$ cat src/rtl/fifo_buffer_if.sv
// Handshake bundle between a FIFO producer/consumer (master) and the FIFO itself (slave).
interface fifo_buffer_if #(
    parameter int WIDTH = 10
);
    logic [WIDTH-1:0] Din;
    logic             WR_EN;
    logic             RD_EN;
    logic [WIDTH-1:0] Dout;
    logic             Empty;
    logic             Full;

    modport master (
        output Din,
        output WR_EN,
        output RD_EN,
        input  Dout,
        input  Empty,
        input  Full
    );

    modport slave (
        input  Din,
        input  WR_EN,
        input  RD_EN,
        output Dout,
        output Empty,
        output Full
    );
endinterface

$ cat src/rtl/fifo_buffer.sv
// Synchronous single-clock FIFO with a registered read port and an occupancy count.
// The flags come straight from the count register; the storage array itself is never reset.
module fifo_buffer #(
    parameter int WIDTH = 10,
    parameter int DEPTH = 8
) (
    input  logic          CLK,
    input  logic          RST,
    fifo_buffer_if.slave  bus
);
    localparam int PTR_W = $clog2(DEPTH);
    localparam int CNT_W = PTR_W + 1;
    localparam logic [CNT_W-1:0] CNT_FULL = CNT_W'(DEPTH);

    logic [WIDTH-1:0] mem [DEPTH];
    logic [PTR_W-1:0] wr_ptr;
    logic [PTR_W-1:0] rd_ptr;
    logic [CNT_W-1:0] count;
    logic [WIDTH-1:0] dout_reg;

    logic is_empty;
    logic is_full;
    logic wr_ok;
    logic rd_ok;

    assign is_empty = (count == '0);
    assign is_full  = (count == CNT_FULL);

    // A write into a full FIFO is only taken when a read frees the slot on the same edge.
    assign rd_ok = bus.RD_EN && !is_empty;
    assign wr_ok = bus.WR_EN && (!is_full || rd_ok);

    always_ff @(posedge CLK) begin
        if (wr_ok && RST) begin
            mem[wr_ptr] <= bus.Din;
        end
    end

    always_ff @(posedge CLK) begin
        if (!RST) begin
            wr_ptr   <= '0;
            rd_ptr   <= '0;
            count    <= '0;
            dout_reg <= '0;
        end else begin
            if (wr_ok) begin
                wr_ptr <= wr_ptr + 1'b1;
            end
            if (rd_ok) begin
                rd_ptr   <= rd_ptr + 1'b1;
                dout_reg <= mem[rd_ptr];
            end
            case ({wr_ok, rd_ok})
                2'b10:   count <= count + 1'b1;
                2'b01:   count <= count - 1'b1;
                default: count <= count;
            endcase
        end
    end

    assign bus.Dout  = dout_reg;
    assign bus.Empty = is_empty;
    assign bus.Full  = is_full;
endmodule

$ cat src/flat_wrapper.sv
// flat-port wrapper written by rule: the top's interface ports become plain ports
module fifo_buffer_flat 
#(
    parameter int WIDTH = 10,
    parameter int DEPTH = 8
)
  (CLK, RST, bus_Din, bus_WR_EN, bus_RD_EN, bus_Dout, bus_Empty, bus_Full);
  fifo_buffer_if #(.WIDTH(WIDTH)) bus_i ();
  input  logic CLK;
  input  logic RST;
  input wire logic [$bits(bus_i.Din)-1:0] bus_Din;
  input wire logic [$bits(bus_i.WR_EN)-1:0] bus_WR_EN;
  input wire logic [$bits(bus_i.RD_EN)-1:0] bus_RD_EN;
  output wire logic [$bits(bus_i.Dout)-1:0] bus_Dout;
  output wire logic [$bits(bus_i.Empty)-1:0] bus_Empty;
  output wire logic [$bits(bus_i.Full)-1:0] bus_Full;
  assign bus_i.Din = bus_Din;
  assign bus_i.WR_EN = bus_WR_EN;
  assign bus_i.RD_EN = bus_RD_EN;
  assign bus_Dout = bus_i.Dout;
  assign bus_Empty = bus_i.Empty;
  assign bus_Full = bus_i.Full;
  fifo_buffer #(.WIDTH(WIDTH), .DEPTH(DEPTH)) u_core (.CLK(CLK), .RST(RST), .bus(bus_i));
endmodule
$ cat config.mk
export PLATFORM = sky130hd
export DESIGN_NAME = fifo_buffer_flat
export DESIGN_NICKNAME = d
export VERILOG_FILES = /design/src/rtl/fifo_buffer_if.sv /design/src/rtl/fifo_buffer.sv /design/src/flat_wrapper.sv
export SDC_FILE = /design/constraint.sdc
export NUM_CORES = 1
export LEC_CHECK = 0
export CORE_MARGIN = 1
export CORE_UTILIZATION = 52
export CTS_BUF_LIST = sky130_fd_sc_hd__clkbuf_16
export DETAILED_ROUTE_END_ITERATION = 8
export PLACE_DENSITY = 0.74
export SETUP_SLACK_MARGIN = 0.05
export SYNTH_ARGS = -nofsm -noshare
export SYNTH_HDL_FRONTEND = slang
export SYNTH_SLANG_ARGS = --single-unit
export TNS_END_PERCENT = 10
$ cat constraint.sdc
create_clock -name CLK -period 2.8 [get_ports CLK]
set_clock_uncertainty 0.15 [all_clocks]
set_input_delay 0.7 -clock CLK [delete_from_list [all_inputs] [get_ports CLK]]
set_output_delay 0.7 -clock CLK [all_outputs]
set_load 0.005 [all_outputs]
; After elaboration in Yosys (flattened, before gate mapping)
; Memory sizes are Yosys's and may differ from the RTL's. A register that Yosys moved wholly into a read port is not among the register bits.
; Cells that the tools add are included.
[classes]
n_reduce_logical = 9
n_eq_ne = 3
addsub = 4
n_mux = 3
[op_table]
columns = operator, count
row1 = 4-bit one-hot mux with 2 select lines, 1
row2 = "3-bit by 1-bit adder with 3-bit output, second input constant", 2
row3 = "4-bit by 1-bit adder with 4-bit output, second input constant", 1
row4 = "4-bit == test, second input constant", 1
row5 = 4-bit zero test, 1
row6 = "4-bit by 1-bit subtractor with 4-bit output, second input constant", 1
row7 = 1-bit logical AND, 3
row8 = 1-bit zero test, 3
row9 = "2-bit by 1-bit == test with 1-bit output, second input constant", 1
row10 = "2-bit == test, second input constant", 1
row11 = 1-bit two-way mux, 2
row12 = 2-bit nonzero test, 1
row13 = 1-bit logical OR, 1
[totals]
memories = 1
ram_bits = 80
inputBits = 14
reg_bits = 10
out_inout_bits = 12
elab_cells = 23
[memory_table]
columns = name, depth, width, rd, rd_ports_with_merged_regs, wr, line
row1 = u_core.mem, 8, 10, 1, 1, 1, fifo_buffer.sv:15  ; logic [WIDTH-1:0] mem [DEPTH];

; Depth between registers and ports, before layout
; Gate-level depths: netlist (run 1).
[logic_depth]
word_depth = 8
mapped_depth = 10
depth_no_buf = 8

; Worst setup path after synthesis (run 1)
; No wires, ideal clock.
[synth_timing]
path_kind = input-to-reg
start = input RST
end = memory u_core.mem[0][0], enable pin
required_ps = 2260
slack_ps = 42
path_buffers = 1
setup_ps = 390
arrival_time_ps = 2218
stages = 4
cell_sequence = clkbuf_1 clkinv_1 or3_1 nor3_1
[synth_via]
elab_chain_cells = 3
[synth_lines]
columns = element, line
row1 = from (decl), flat_wrapper.sv:10  ; input logic RST;
row2 = 1-bit logical AND, fifo_buffer.sv:34  ; if (wr_ok && RST) begin
row3 = 1-bit two-way mux, fifo_buffer.sv:34
row4 = 1-bit two-way mux (implied by the code), fifo_buffer.sv:35  ; mem[wr_ptr] <= bus.Din;
row5 = to (decl), fifo_buffer.sv:15
; Every way passes these cells.

; Worst setup path in the final report (run 1)
[layout_timing]
start = register u_core.count[0]
end = output bus_Empty
[layout_via]
elab_chain_cells = 1
[layout_lines]
columns = element, line
row1 = from (decl), fifo_buffer.sv:18  ; logic [CNT_W-1:0] count;
row2 = from (signal assigned), fifo_buffer.sv:54  ; 2'b10: count <= count + 1'b1;
row3 = from (signal assigned), fifo_buffer.sv:55  ; 2'b01: count <= count - 1'b1;
row4 = from (signal assigned), fifo_buffer.sv:56  ; default: count <= count;
row5 = 4-bit zero test, fifo_buffer.sv:26  ; assign is_empty = (count == '0);
row6 = to (decl), flat_wrapper.sv:15  ; output wire logic [$bits(bus_i.Empty)-1:0] bus_Empty;
; Every way passes these cells.

==> impl_metrics.csv, run 1 <==
group,metric,value,unit
outcome,status,"completed",
timing,finalSetupViolations,0,
cells_and_area,fin_nets,299,
cells_and_area,fillers,487,
drt,wirelength,7390,um
clocking,htreeDepth,3,
clocking,cts_resized,0,
setup_path,startpoint_type,"flop",
yosys,synth_compound_area_share,6.21,%
yosys,avgSynthCellArea,17.3,um2
floorplan,rows,31,
grt,grt_first_pass_wirelength,10900,um
timing,post-route-period-util,93.9,%
clocking,clk_path_buf_depth,2,
timing,drv_slew,0,
yosys,syn-num-nets,250,
floorplan,coreArea,7330,um2
clocking,clockRootBuffer,"clkbuf_16",
yosys,yosys.area_share.simple,4.21,%
drt,drtIter0Drc,116,
grt,grt_usage,20.0,%
clocking,numCtsBuffers,9,
placed_design,routabilityCongestion,0.842,
yosys,syn_area,3990,um2
timing,max_slew.worst_pin.slew,0.995,ns
grt,antenna_found_initial,0,
floorplan,fp.dieArea,8020,um2
timing,rsz0062_at_grt,"false",
placed_design,placedCellCount,368,
setup_path,worstPathRequired,1.95,ns
yosys,ys_types,35,
yosys,ys_seq_area_share,70.3,%
setup_path,critPathMaxFanout,8,
setup_path,slowest_delay,0.50,ns
timing,fmax,380,MHz
floorplan,die_w,89.6,um
yosys,yosys-mux-area-fraction,14.1,%
clocking,path_clk_slew,0.07,ns
cells_and_area,final_layout_size_suffix_gt1_share,23.9,%
floorplan,io_pins,26,
pwr,power.leakage,1.59,nW
clocking,cts_hold_buf,0,
clocking,cts_tree,"done",
clocking,post_cts_buffers,0,
yosys,synth_ff_type,"edfxtp_1",
clocking,insertion_delay,0.34,ns
cells_and_area,stdcell_count,384,
drt,ant_nets,0,
floorplan,die_y,89.6,um
cells_and_area,area_growth,20.6,%
cells_and_area,diodes,0,
pwr,finalPower,4.17,mW
drt,drc_errors,0,
timing,maxSlewHeadroom,33.4,%
yosys,ys_warn_count,0,
hold_path,hold_path_class,"reg2reg",
yosys,synth_top_family_by_area,"multiplexers",
drt,route.vias.total,2163,
placed_design,port_buffers,25,
run,maxCapViolations,0,
timing,post-route-min-period,2.63,ns
yosys,synth_edf_count,80,
setup_path,cp_slowest_cell,"clkdlybuf4s50_1",
clocking,clock-sinks,100,
setup_path,crit_path_end_kind,"primary output",
floorplan,start_util,54.4,%
timing,finalHoldViolCount,0,
grt,grt_overflow,0,
grt,grt_max_degree,24,
drt,viasPerCell,5.63,
pwr,ir_worst_vdd,0.432,mV
setup_path,critical_path_class,"reg2out",
pwr,p_per_area,866,nW/um2
grt,grt_pass1_vias,2074,
drt,firstDrtPassIters,4,
yosys,ys_async_sr_fraction,0,%
yosys,ys_ff_latch,100,
placed_design,place_hpwl,4540,um
yosys,synth_xor_area_share,1.54,%
setup_path,cp.arrival,1.78,ns
setup_path,path_cells,"or3_4 > nor2_1 > clkdlybuf4s50_1",
yosys,synthAdderAreaFrac,1.76,%
yosys,synthCells,231,
drt,wl_per_cell,19.2,um
==> cells in the mapped netlist (3+ instances only) <==
master / instances / share of area, %
nor3_1: 5 / 0.63
ha_1: 4 / 1.3
a21oi_1: 14 / 1.8
nand2_1: 7 / 0.66
edfxtp_1: 80 / 60
o21ai_0: 12 / 1.5
nor2_1: 11 / 1.0
clkbuf_1: 7 / 0.66
inv_1: 4 / 0.38
mux2i_1: 11 / 2.8
mux4_2: 20 / 11
dfxtp_1: 20 / 10
xnor2_1: 4 / 0.88
nand3_1: 3 / 0.38
buf_2: 4 / 0.50
xor2_1: 3 / 0.66
==> flip-flops by register name, summed over array words and instances, names as in the netlist <==
| register | cells |
|---|---|
| u_core.count | 4 |
| u_core.rd_ptr | 3 |
| u_core.mem | 80 |
| u_core.bus.Dout | 10 |
| u_core.wr_ptr | 3 |
==> metal layers <==
layer  part of all wire, %  global-route usage, %
met1                    44                   26.5
met2                    49                   32.6
met3                   4.6                   3.42
met4                   1.6                   9.38
met5                     0                      0
==> cell families (layout without fill, tap and decap cells) <==
group,Yosys count,in the layout
multiplexers,31,31
AO/OA/AOI/OAI,37,37
flip-flops,100,100
buffers and inverters,17,71
AND/OR/NAND/NOR,34,34
XOR/XNOR,7,7
adder cells (fa/ha/maj),5,5
==> final timing paths <==
path | cells after the start | to | slack [ns] | from
worst min register to register | 2 | u_core.bus.Dout[4] | 0.39 | u_core.bus.Dout[4]
worst max register to register | 8 | u_core.count[3] | 0.30 | u_core.count[0]
worst max-delay path | 3 | bus_Empty | 0.17 | u_core.count[0]
worst min-delay path | 2 | u_core.bus.Dout[4] | 0.39 | u_core.bus.Dout[4]
==> cell type report <==
cell class                      count  area [um2]  area share, %
Tap cell                           99         124           2.58
Timing Repair Buffer               50         438           9.11
Clock inverter                      7        75.1           1.56
Sequential cell                   100        2800           58.3
Clock buffer                        9         225           4.68
Inverter                            5        18.8          0.390
Multi-Input combinational cell    114        1120           23.4
==> where the power goes <==
group | total, mW | internal (mW) | switching [mW] | leakage (nW)
clock network | 1.23 | 0.698 | 0.529 | 0.149
logic | 1.11 | 0.607 | 0.504 | 0.550
registers | 1.83 | 1.73 | 0.0991 | 0.887
total | 4.17 | 3.03 | 1.13 | 1.59
==> through the flow <==
step                      worst slack (ns)  area, um2  utilization [%]  setup TNS, ns  hold slack [ns]
final                                0.170       4810             65.6              0            0.392
after global routing                0.0864       4810             65.6              0            0.418
after CTS                            0.156       4810             65.6              0            0.394
after detailed placement           -0.0962       4510             61.5        -0.0962            0.375
after global placement             -0.0247       4510             61.5        -0.0283            0.370
after floorplan                      0.131       3990                -              0            0.350
==> cells in the final DEF (no fill, tap or decap), types with 2 or more instances in the layout <==
master,instances
edfxtp_1,80
nand2_1,7
nor4_2,2
ha_1,4
mux4_2,20
nand4b_1,2
o21ai_0,12
dfxtp_1,20
a21oi_1,14
o211ai_1,2
mux2i_1,11
xnor2_1,4
buf_4,25
clkdlybuf4s50_1,25
clkbuf_16,9
inv_1,5
xor2_1,3
nor2_1,11
nand3_1,3
nor3_1,4
==> worst max-delay path, delay by kind of cell, from the launching register on <==
kind | cells | cell delay [ns]
flip-flops | 1 | 0.39
buffers and inverters | 1 | 0.50
AND/OR/NAND/NOR | 2 | 0.56
No activity file was read; power rests on OpenSTA's default activity.
==> run 2: changes to the inputs <==
Settings changed: CTS_CLUSTER_SIZE from default to 20.
==> results of run 2 <==
Same layout as run 1: the final DEF is identical, and so are final timing and power.
==> run 3: changes to the inputs <==
Settings changed: SLEW_MARGIN from default to 25.
==> results of run 3 <==
Same layout as run 1: the final DEF is identical, and so are final timing and power.
